[config.mk]
export PLATFORM = sky130hd
export DESIGN_NAME = full_adder
export DESIGN_NICKNAME = d
export VERILOG_FILES = /design/src/rtl/full_adder_pkg.sv /design/src/rtl/fa_cell.sv /design/src/rtl/full_adder.sv
export SDC_FILE = /design/constraint.sdc
export NUM_CORES = 1
export LEC_CHECK = 0
export ABC_AREA = 1
export CORE_AREA = 2 2 39 41
export DETAILED_ROUTE_END_ITERATION = 6
export DIE_AREA = 0 0 41 43
export SKIP_LAST_GASP = 1
export SYNTH_ARGS = -nofsm -noshare
export SYNTH_HDL_FRONTEND = slang
export SYNTH_SLANG_ARGS = --single-unit
[constraint.sdc]
create_clock -name clk -period 1.3 [get_ports clk]
set_input_delay 0.39 -clock clk [delete_from_list [all_inputs] [get_ports clk]]
set_output_delay 0.39 -clock clk [all_outputs]
set_load 0.02 [all_outputs]
[src/rtl/full_adder_pkg.sv]
// Shared types and constants for the full_adder bit-slice adder.
// The optional carry statistics counter is enabled by FULL_ADDER_STATS_EN.
package full_adder_pkg;

  // Carry statistics counter width and its saturation ceiling.
  localparam int CNT_W = 16;
  localparam logic [CNT_W-1:0] CNT_MAX = {CNT_W{1'b1}};

  typedef logic [CNT_W-1:0] cnt_t;

endpackage

[src/rtl/fa_cell.sv]
// One-bit combinational full adder: the slice repeated along the carry chain.
module fa_cell
  import full_adder_pkg::*;
(
  input  logic A,
  input  logic B,
  input  logic Cin,
  output logic S,
  output logic Cout
);

  logic half;

  // Propagate term is shared by the sum and the carry.
  always_comb begin
    half = A ^ B;
    S    = half ^ Cin;
    Cout = (A & B) | (Cin & half);
  end

endmodule

[src/rtl/full_adder.sv]
// Ripple-chained full adder of WIDTH slices with a registered side copy of
// the result, valid tracking and a sticky carry flag. The combinational
// S/Cout outputs never pass through the clocked logic.
// Optional feature macro: FULL_ADDER_STATS_EN adds a saturating carry_cnt.
module full_adder
  import full_adder_pkg::*;
#(
  parameter int WIDTH = 1
) (
  input  logic             clk,
  input  logic             reset,
  input  logic [WIDTH-1:0] A,
  input  logic [WIDTH-1:0] B,
  input  logic             Cin,
  output logic [WIDTH-1:0] S,
  output logic             Cout,
  input  logic             in_valid,
  output logic [WIDTH-1:0] S_q,
  output logic             Cout_q,
  output logic             out_valid,
  output logic             carry_seen,
  input  logic             clr_sticky
`ifdef FULL_ADDER_STATS_EN
  ,
  output logic [CNT_W-1:0] carry_cnt
`endif
);

  typedef logic [WIDTH-1:0] word_t;

  logic [WIDTH:0] c;
  word_t          s_p0;
  logic           cout_p0;
  logic           vld_p0;
  logic           seen_p0;

  assign c[0] = Cin;

  genvar i;
  generate
    for (i = 0; i < WIDTH; i++) begin : g_slice
      fa_cell u_cell (
        .A    (A[i]),
        .B    (B[i]),
        .Cin  (c[i]),
        .S    (S[i]),
        .Cout (c[i+1])
      );
    end
  endgenerate

  assign Cout = c[WIDTH];

  // ---- stage p0: capture of the combinational result ----

  // Result registers load only on in_valid, so X on A/B while idle is ignored.
  always_ff @(posedge clk or posedge reset) begin
    if (reset) begin
      s_p0    <= '0;
      cout_p0 <= 1'b0;
    end else if (in_valid) begin
      s_p0    <= S;
      cout_p0 <= Cout;
    end
  end

  // Valid follows in_valid one cycle later and drops whenever no capture.
  always_ff @(posedge clk or posedge reset) begin
    if (reset) vld_p0 <= 1'b0;
    else       vld_p0 <= in_valid;
  end

  // Sticky carry: a carry capture outranks a clear in the same cycle.
  always_ff @(posedge clk or posedge reset) begin
    if (reset)                 seen_p0 <= 1'b0;
    else if (in_valid && Cout) seen_p0 <= 1'b1;
    else if (clr_sticky)       seen_p0 <= 1'b0;
  end

  assign S_q        = s_p0;
  assign Cout_q     = cout_p0;
  assign out_valid  = vld_p0;
  assign carry_seen = seen_p0;

`ifdef FULL_ADDER_STATS_EN
  cnt_t cnt_p0;

  function automatic cnt_t sat_inc(input cnt_t v);
    return (v == CNT_MAX) ? v : v + cnt_t'(1);
  endfunction

  // Saturating carry counter with the same set-wins priority as the flag.
  always_ff @(posedge clk or posedge reset) begin
    if (reset)                 cnt_p0 <= '0;
    else if (in_valid && Cout) cnt_p0 <= sat_inc(cnt_p0);
    else if (clr_sticky)       cnt_p0 <= '0;
  end

  assign carry_cnt = cnt_p0;
`endif

endmodule

== Word level (Yosys, flattened, before mapping) ==
Index checks and enable logic that the tools add are counted.
Storage, ports and cells
  flip-flop bits (word level): 4
Operators by class
  reductions and logical operators: 2
  multiplexer cells: 2
  bitwise logic cells: 5
Operator list (count)
  $and 1x1->1: 2
  $mux 1: 2
  $reduce_bool 2->1: 1
  $xor 1x1->1: 2
  $logic_and 1x1->1: 1
  $or 1x1->1: 1

== Logic depth before layout (Yosys ltp) ==
Gate-level depths: netlist (run 1).
  depth after elaboration: 5
  depth in mapped cells: 3
  depth with buffers taken out: 3

== By module ==
Synthesis (run 1) repeated with hierarchy kept, for this count alone.
Second synthesis, totals
  cells, all modules: 16
  area, all modules: 161.4 um2
Modules (own cells, without submodules)
  full_adder: cells an instance 15, area each 141.4 um2, times used 1, sequential area each 100.1 um2
  fa_cell: cells an instance 1, area each 20.0 um2, times used 1, sequential area each 0.0 um2

== Worst setup path before layout (run 1) ==
No wires, ideal clock.
  path kind: input to output
  start: input A
  end: output S
  path buffers: 0
  stages on the path: 1
  required time: 0.910 ns
  arrival time: 1.048 ns
  slack: -0.138 ns
  cells stage by stage: fa_1
On the way
  cells in the longest elaborated chain, start to end: 2
RTL lines
  start: declaration: line full_adder.sv:12  | input logic [WIDTH-1:0] A,
  $xor 1x1->1: line fa_cell.sv:16  | half = A ^ B;
  $xor 1x1->1: line fa_cell.sv:17  | S = half ^ Cin;
  end: declaration: line full_adder.sv:15  | output logic [WIDTH-1:0] S,
No other way between the ends.

== Worst setup path after layout (run 1) ==
Same ends and word-level chain as after synthesis.

==> results by group, run 1 <==
Cells and area
  • N_diodes: 0
  • Area Overhead vs Synth: 112%
  • Core Util, Final: 24.7%
  • Nets: 45
  • Layout cells sized above 1: 45.7%

Synth
  • Synth Area in Adders: about an eighth
  • Post-synthesis compound-gate area fraction: 0%
  • Largest family of logic cells by synthesized area: simple AND/OR/NAND/NOR gates
  • Syn Inst Count: 16
  • XOR/XNOR Fraction of Synth Area: 0%
  • Yosys synthesis warning count: 0
  • Post-Syn Area: roughly 160 um2
  • Avg Cell Area, Syn: 10.1 um2
  • Register area share after synthesis: between 60 and 70%
  • Ranking of synthesized cells by area: dfrtp_1 62%, nand2_1 19%, fa_1 12%, inv_1 7.0%
  • Register bit total from synthesis: 4
  • Synth cell types: 4
  • Simple-gate area share of the yosys netlist: 18.6%
  • Syn Nets: 24
  • Biggest area consumer among synthesized cells: dfrtp_1
  • Mux cell area share after synthesis: 0%
  • Synth top area share: just over 60%

Floorplanning
  • Die Y: about 43 um
  • Initial core utilization: a little under an eighth
  • Die width: 41 um
  • Row count: 14
  • Die ar.: around 1800 um2
  • Core ar.: roughly 1400 um2
  • IO Pins: 13

Critical path
  • Startpoint class of the critical path: primary input
  • CP Capture Type: output port
  • WP data arrival: 1180 ps
  • Critical Path RT: roughly 910 ps
  • Crit Path Max Fanout: 2
  • Critical Path Max Stage Delay: 580 ps
  • Critical path class: primary input to output port
  • Reg2Reg Launch Point: Cout_q$_DFFE_PP0P_
  • Critical Path Most Common Cell: buf_6
  • CP max stage cell: fa_2
  • CP cell instances: buf_6 > fa_2 > buf_6
  • Critical path origin: A

Clock network
  • Clock Tree Buf Depth: 2
  • H-tree levels: 1
  • Clock slew seen by the registers of the worst setup and hold paths: 40 ps
  • Clock Sinks: 4
  • Root Driver: clkbuf_4
  • Clk_lat worst skew: 240 ps
  • TritonCTS clock tree: built
  • Inserted Clock Buffers: 3

Global route
  • GR peak layer: met4
  • First-pass GRT wire length: between 500 and 600 um
  • Largest net degree at the start of global routing: 5
  • Met3 Use GR: 0%
  • Vias in the first global route: 188
  • Global route overflow: 0
  • Tot GR Track Use: 5.53%
  • Met1 Use GR: 3.88%
  • Met2 Use GR: slightly below 8%
  • Initial antenna violation count: 0

Timing
  • Setup Skew: 0 ps
  • Final period utilization: 121%
  • Post-route setup slack: -270 ps
  • Final hold vios: 0
  • Fin. max-slew vios: 0
  • Worst slew pin tran: 205 ps
  • Unrepaired setup endpoints after global routing: true
  • Tmin final: about 1600 ps
  • Max frequency: 637 MHz
  • Final setup fails: 2
  • Max_slew headroom: 86.4%

Power
  • Power, Total: 414 uW
  • Lkg Pwr: 0.000185 uW
  • Peak VDD IR: 0.198 mV
  • Pwr per Cell Area: 1210 nW/um2

Routing
  • TritonRoute pass-1 iters: 3
  • Initial DRC Count: 2
  • Remaining antenna violation count after routing: 0
  • DRT Wirelength: 367 um
  • WL per Instance: 7.20 um
  • DR vias/cell: 3.24
  • Via count: around 170
  • Drt drc: 0

Worst hold path
  • Worst hold path type: primary input to asynchronous set/reset pin

Placed design
  • Post-Place Worst Slack: -1110 ps
  • I/O Buffers: 12
  • DP HPWL: 282 um
  • RePlAce Congestion: 0.543

Outcome
  • Failing checks: setup timing
  • Status: finished with violations

Run
  • Reported max-cap violation count: 0
## cell usage after synthesis
library cell  n
inv_1         3
fa_1          1
nand2_1       8
dfrtp_1       4
## where the power goes
group | leakage [uW] | switching [uW] | internal, uW
clock network | 0.0000138 | 49.8 | 103
logic | 0.000123 | 54.8 | 62.5
registers | 0.0000482 | 5.57 | 138
## kinds of logic (layout without fill, tap and decap cells)
family | count (synthesis) | after routing
adder cells (fa/ha/maj) | 1 | 1
buffers and inverters | 3 | 22
AND/OR/NAND/NOR | 8 | 8
flip-flops | 4 | 4
## worst paths after layout
check,endpoint,slack [ps],cells after the start
worst max-delay path,S,-270,3
worst min-delay path,Cout_q$_DFFE_PP0P_,340,2
worst max register to register,Cout_q$_DFFE_PP0P_,610,3
worst min register to register,carry_seen$_DFFE_PP0P_,470,2
max in group asynchronous,out_valid$_DFF_PP0_,810,2
min in group clk,carry_seen$_DFFE_PP0P_,470,2
## state kept, by name, indices dropped and copies added, names as in the netlist
| register | flops |
|---|---|
| out_valid | 1 |
| carry_seen | 1 |
| Cout_q | 1 |
| S_q | 1 |
## critical path, delay by kind of cell
family | cells | cell delay (ps)
fa+ha+maj | 1 | 580
buf+inv | 2 | 210
## routing by layer
layer / share of wire [%] / vias to the layer above / wire length [um]
li1: - / 83 / -
met1: 34 / 66 / 123
met2: 46 / 14 / 170
met3: 15 / 2 / 54
met4: 5.2 / 0 / 19
met5: 0 / - / 0
## stage by stage
stage	hold WS (ps)	setup TNS, ps	std cells	cell area [um2]
2_1_floorplan	156	-102	16	164
5_1_grt	355	-398	51	342
6_report	340	-367	51	342
4_1_cts	338	-378	51	349
3_3_place_gp	457	-2880	47	327
3_5_place_dp	465	-2920	47	327
## cell usage in the layout, fill, tap and decap left out
master	netlist	routed
buf_6	0	4
nand2_1	8	8
buf_2	0	1
buf_4	0	4
fa_2	0	1
clkbuf_2	0	3
inv_1	3	3
clkbuf_4	0	3
clkdlybuf4s15_1	0	1
clkdlybuf4s50_1	0	3
dfrtp_1	4	4
## what timing repair did
| item | 4_1_cts | 5_1_grt |
|---|---|---|
| buffers inserted | 1 | 0 |
| pin swaps | 1 | 1 |
| gates resized for setup | 32 | 5 |
| setup endpoints to repair | 9 | 6 |
| hold buffers | 0 | 0 |
## final cells by class
| cell class | count | area [um2] |
|---|---|---|
| clock buffers | 3 | 22.5 |
| inverters | 3 | 11.3 |
| repair buffers | 16 | 135 |
| well taps | 16 | 20.0 |
| flip-flops and latches | 4 | 100 |
| multi-input cells | 9 | 52.6 |
| fillers | 167 | 1040 |
No activity file was read; power rests on OpenSTA's default activity.
==> inputs of run 2 (changes only) <==
--- a/config.mk
+++ b/config.mk
@@ -12,2 +12,3 @@
 export SKIP_LAST_GASP = 1
+export SLEW_MARGIN = 20
 export SYNTH_ARGS = -nofsm -noshare
==> constraint.sdc (replaced) <==
create_clock -name clk -period 1.3 [get_ports clk]
set_input_delay 0.195 -clock clk [delete_from_list [all_inputs] [get_ports clk]]
set_output_delay 0.195 -clock clk [all_outputs]
set_load 0.02 [all_outputs]
==> results by group, run 2 (synthesized netlist as in run 1, its figures left out) <==
Placed design
  • Placed Instances: 46 (was 47)
  • Placed cell areas: 317 um2 (was 327 um2)
  • RePlAce Congestion: 0.523 (was 0.543)
  • I/O Buffers: 12 (unchanged)

Routing
  • DRT Wirelength: 340 um (was 367 um)
  • Remaining antenna violation count after routing: 0 (unchanged)
  • Via count: 158 (was 165)
  • Drt drc: 0 (unchanged)
  • WL per Instance: 6.94 um (was 7.20 um)
  • DR vias/cell: 3.22 (was 3.24)
  • TritonRoute pass-1 iters: 2 (was 3)
  • Initial DRC Count: 4 (was 2)

Floorplanning
  • IO Pins: 13 (unchanged)
  • Core ar.: 1380 um2 (unchanged)
  • Die width: 41 um (unchanged)
  • Die ar.: 1760 um2 (unchanged)
  • Die Y: 43 um (unchanged)
  • Initial core utilization: 11.7% (unchanged)
  • Row count: 14 (unchanged)

Power
  • Peak VDD IR: 0.198 mV (about the same)
  • Lkg Pwr: 0.000177 uW (was 0.000185 uW)
  • Pwr per Cell Area: 1220 nW/um2 (was 1210 nW/um2)

Cells and area
  • Most common cell after layout, fill and taps aside: nand2_1 (unchanged)
  • Filler cells: 162 (was 167)
  • Post-Layout Inst Area: 324 um2 (was 342 um2)
  • Commonest non-fill, non-tap cells in the layout: 8 x nand2_1, 5 x dlygate4sd2_1, 4 x dfrtp_1 (was 8 x nand2_1, 4 x dfrtp_1, 4 x buf_6, 4 x buf_4)
  • Fin cells: 49 (was 51)
  • Area Overhead vs Synth: 101% (was 112%)
  • Nets: 43 (was 45)
  • N_diodes: 0 (unchanged)
  • Layout cells sized above 1: 24.2% (was 45.7%)
  • Core Util, Final: 23.4% (was 24.7%)

Timing
  • Min Hold Slack: 151 ps (was 340 ps)
  • Fin. max-slew vios: 0 (unchanged)
  • Max_slew headroom: 86.5% (was 86.4%)
  • Tmin final: 1270 ps (was 1570 ps)
  • Final hold vios: 0 (unchanged)
  • Setup Skew: 0 ps (unchanged)
  • Unrepaired setup endpoints after global routing: false (was true)
  • Worst slew pin tran: 203 ps (was 205 ps)
  • Final period utilization: 97.5% (was 121%)
  • Final TNS setup: 0 ps (was -367 ps)
  • Max frequency: 789 MHz (was 637 MHz)
  • Final setup fails: 0 (was 2)

Global route
  • Met1 Use GR: 3.23% (was 3.88%)
  • Tot GR Track Use: 5.43% (was 5.53%)
  • Met3 Use GR: 1.57% (was 0%)
  • Global route overflow: 0 (unchanged)
  • Largest net degree at the start of global routing: 5 (unchanged)
  • GR peak layer: met4 (unchanged)
  • Vias in the first global route: 169 (was 188)
  • Met2 Use GR: 7.19% (was 7.81%)
  • First-pass GRT wire length: 531 um (was 558 um)
  • Initial antenna violation count: 0 (unchanged)

Clock network
  • H-tree levels: 1 (unchanged)
  • Hold buffers post-CTS: 0 (unchanged)
  • TritonCTS clock tree: built (unchanged)
  • Clock slew seen by the registers of the worst setup and hold paths: 40 ps (about the same)
  • Inserted Clock Buffers: 3 (unchanged)
  • Clock Sinks: 4 (unchanged)
  • Clk_lat worst skew: 230 ps (was 240 ps)
  • Root Driver: clkbuf_4 (unchanged)
  • Post-CTS Setup Inserts: 0 (was 1)
  • Clock Tree Buf Depth: 2 (unchanged)

Run
  • Reported max-cap violation count: 0 (unchanged)

Critical path
  • Critical Path Max Stage Delay: 510 ps (was 580 ps)
  • Reg2Reg Capture Point: Cout_q$_DFFE_PP0P_ (unchanged)
  • R2R setup slack: 720 ps (was 610 ps)
  • Buf/Inv on CP: 2 (unchanged)
  • CP max stage cell: fa_1 (was fa_2)
  • CP Capture Type: output port (unchanged)
  • WP data arrival: 1070 ps (was 1180 ps)
  • CP cell instances: dlygate4sd2_1 > fa_1 > buf_6 (was buf_6 > fa_2 > buf_6)
  • Startpoint class of the critical path: primary input (unchanged)
  • Reg2Reg Launch Point: Cout_q$_DFFE_PP0P_ (unchanged)
  • Crit Path Max Fanout: 2 (unchanged)
  • Critical path class: primary input to output port (unchanged)
  • Critical Path RT: 1110 ps (was 910 ps)
  • Family with the most delay on the worst path: adder cells (unchanged)
  • Cell depth of the worst flop-to-flop path: 2 (was 3)

Outcome
  • Status: complete, no violations (was finished with violations)

Worst hold path
  • Worst hold path type: primary input to asynchronous set/reset pin (unchanged)
==> run 2: worst max path at each step <==
stage | endpoint | slack (ps) | cells after the start | start
global route | S | 5 | 3 | Cin
detailed placement | S | -690 | 3 | A
finish | S | 30 | 3 | Cin
CTS | S | -40 | 3 | Cin
floorplan | S_q$_DFFE_PP0P_ | 250 | 3 | A
global placement | S | -680 | 3 | A
==> run 2: what timing repair did <==
item | CTS | global route
setup endpoints to repair | 6 | 1
pin swaps | 1 | 1
resized for setup | 17 | 3
==> run 2: metal layers <==
metal	part of all wire (%)	routed length (um)
met1	35	119
met4	4.1	14
met5	0	0
met2	46	157
met3	14	48
==> run 2: worst reg2reg max path: stages, from the launching register on <==
cell	delay (ps)
dfrtp_1	360
nand2_1	60
nand2_1	40
==> run 2: report_power, final <==
group | leakage (uW) | total, uW | internal [uW] | switching, uW
logic | 0.000115 | 104 | 52.3 | 52.0
clock network | 0.0000138 | 149 | 103 | 45.7
registers | 0.0000482 | 143 | 138 | 5.23
==> run 2: stage by stage <==
step / total power [uW] / setup WS, ps
detailed placement: 264 / -690
floorplan: 194 / 247
global route: 426 / 4.60
finish: 396 / 33.0
global placement: 264 / -683
CTS: 407 / -39.6
==> run 2: cell type report <==
class	count	area, um2	share of cell area (%)
repair buffers	14	120	37.1
multi-input cells	9	50.0	15.4
flip-flops and latches	4	100	30.9
clock buffers	3	22.5	6.95
well taps	16	20.0	6.18
inverters	3	11.3	3.47
==> inputs of run 3 (changes only) <==
TNS_END_PERCENT = 30   (was default)
==> results by group, run 3 (synthesized netlist as in run 1, its figures left out) <==
Cells and area
  • Commonest non-fill, non-tap cells in the layout: 8 x nand2_1, 5 x clkdlybuf4s50_1, 4 x dfrtp_1, 4 x dlygate4sd2_1 (was 8 x nand2_1, 5 x dlygate4sd2_1, 4 x dfrtp_1)
  • Most common cell after layout, fill and taps aside: nand2_1 (unchanged)
  • Post-Layout Inst Area: 333 um2 (was 324 um2)
  • Nets: 43 (unchanged)
  • Layout cells sized above 1: 21.2% (was 24.2%)
  • Area Overhead vs Synth: 106% (was 101%)
  • Filler cells: 163 (was 162)
  • N_diodes: 0 (unchanged)

Clock network
  • Inserted Clock Buffers: 3 (unchanged)
  • Clk_lat worst skew: 230 ps (about the same)
  • H-tree levels: 1 (unchanged)
  • Root Driver: clkbuf_4 (unchanged)
  • Clock Sinks: 4 (unchanged)
  • Clock Tree Buf Depth: 2 (unchanged)
  • TritonCTS clock tree: built (unchanged)
  • Clock slew seen by the registers of the worst setup and hold paths: 40 ps (about the same)

Timing
  • Fin. max-slew vios: 0 (unchanged)
  • Unrepaired setup endpoints after global routing: true (was false)
  • Setup Skew: 0 ps (unchanged)
  • Max_slew headroom: 85.1% (was 86.5%)
  • Max frequency: 740 MHz (was 789 MHz)
  • Tmin final: 1350 ps (was 1270 ps)
  • Final setup fails: 3 (was 0)
  • Final hold vios: 0 (unchanged)
  • Final TNS setup: -107 ps (was 0 ps)
  • Final period utilization: 104% (was 97.5%)
  • Worst slew pin tran: 223 ps (was 203 ps)
  • Post-route setup slack: -51.7 ps (was 33.0 ps)

Critical path
  • CP cell instances: clkdlybuf4s50_1 (was dlygate4sd2_1 > fa_1 > buf_6)
  • WP data arrival: 1160 ps (was 1070 ps)
  • Reg2Reg Launch Point: carry_seen$_DFFE_PP0P_ (was Cout_q$_DFFE_PP0P_)
  • Critical path class: register to output port (was primary input to output port)
  • Reg2Reg Capture Point: carry_seen$_DFFE_PP0P_ (was Cout_q$_DFFE_PP0P_)
  • CP max stage cell: clkdlybuf4s50_1 (was fa_1)
  • Buf/Inv on CP: 1 (was 2)
  • Startpoint class of the critical path: register (was primary input)
  • Crit Path Max Fanout: 2 (unchanged)
  • R2R setup slack: 720 ps (about the same)
  • Critical Path Max Stage Delay: 600 ps (was 510 ps)
  • CP Capture Type: output port (unchanged)
  • Critical Path RT: 1110 ps (about the same)
  • Cell depth of the worst flop-to-flop path: 2 (unchanged)
  • Family with the most delay on the worst path: buffers and inverters (was adder cells)

Power
  • Peak VDD IR: 0.200 mV (was 0.198 mV)
  • Lkg Pwr: 0.000185 uW (was 0.000177 uW)
  • Pwr per Cell Area: 1210 nW/um2 (was 1220 nW/um2)

Routing
  • DR vias/cell: 3.22 (unchanged)
  • Top Layer Used: met4 (unchanged)
  • Met3 WL: 48 um (unchanged)
  • Initial DRC Count: 4 (unchanged)
  • Remaining antenna violation count after routing: 0 (unchanged)
  • Drt drc: 0 (unchanged)
  • Via count: 158 (unchanged)
  • TritonRoute pass-1 iters: 2 (unchanged)
  • Met2 wire len: 158 um (was 157 um)
  • DRT met1 WL: 117 um (was 119 um)
  • DRT Wirelength: 340 um (unchanged)
  • WL per Instance: 6.94 um (unchanged)

Global route
  • Global route overflow: 0 (unchanged)
  • Tot GR Track Use: 5.43% (unchanged)
  • Initial antenna violation count: 0 (unchanged)
  • First-pass GRT wire length: 531 um (unchanged)
  • Vias in the first global route: 169 (unchanged)
  • Largest net degree at the start of global routing: 5 (unchanged)

Outcome
  • Status: finished with violations (was complete, no violations)
  • Failing checks: setup timing

Worst hold path
  • Worst hold path type: primary input to asynchronous set/reset pin (unchanged)

Floorplanning
  • Core ar.: 1380 um2 (unchanged)
  • Die ar.: 1760 um2 (unchanged)
  • IO Pins: 13 (unchanged)
  • Die Y: 43 um (unchanged)
  • Initial core utilization: 11.7% (unchanged)
  • Die width: 41 um (unchanged)
  • Row count: 14 (unchanged)

Run
  • Reported max-cap violation count: 0 (unchanged)

Placed design
  • Placed cell areas: 317 um2 (unchanged)
  • RePlAce Congestion: 0.523 (unchanged)
  • I/O Buffers: 12 (unchanged)
run 3: per-stage QoR:
stage / power [uW] / hold WS, ps / utilization (%) / worst slack (ps) / instances
after detailed placement: 264 / 389 / 22.9 / -690 / 46
after CTS: 414 / 148 / 23.9 / -74.4 / 49
after global routing: 432 / 167 / 24.1 / -106 / 49
after floorplan: 194 / -38.9 / - / 247 / 16
final: 402 / 151 / 24.1 / -51.7 / 49
after global placement: 264 / 388 / 22.9 / -683 / 46
run 3: repair_timing:
item	in CTS	in global routing
pin swaps	1	0
setup buffers	0	0
hold buffers	0	0
resized for setup	14	1
setup endpoints to repair	6	4
run 3: report_power, final:
| part | leakage (uW) | internal, uW | total, uW | switching [uW] |
|---|---|---|---|---|
| registers | 0.0000482 | 138 | 144 | 5.43 |
| logic | 0.000123 | 57.6 | 110 | 52.0 |
| clock network | 0.0000138 | 103 | 149 | 45.7 |
run 3: metal layers:
metal,vias up,GRT usage (%)
li1,81,-
met1,63,3.23
met2,12,7.19
met3,2,1.57
met4,0,12.0
met5,-,0
run 3: worst max path at each step:
| stage | start | end | cells after the start |
|---|---|---|---|
| final | carry_seen$_DFFE_PP0P_ | carry_seen | 1 |
| after global routing | carry_seen$_DFFE_PP0P_ | carry_seen | 1 |
| after CTS | Cout_q$_DFFE_PP0P_ | Cout_q | 1 |
| after detailed placement | A | S | 3 |
| after global placement | A | S | 3 |
| after floorplan | A | S_q$_DFFE_PP0P_ | 3 |
run 3: final cells by class:
class / instances / area (um2) / share of cell area (%)
Timing Repair Buffer: 14 / 129 / 38.7
Sequential cell: 4 / 100 / 30.1
Multi-Input combinational cell: 9 / 50.0 / 15.0
Clock buffer: 3 / 22.5 / 6.77
Tap cell: 16 / 20.0 / 6.02
Inverter: 3 / 11.3 / 3.38
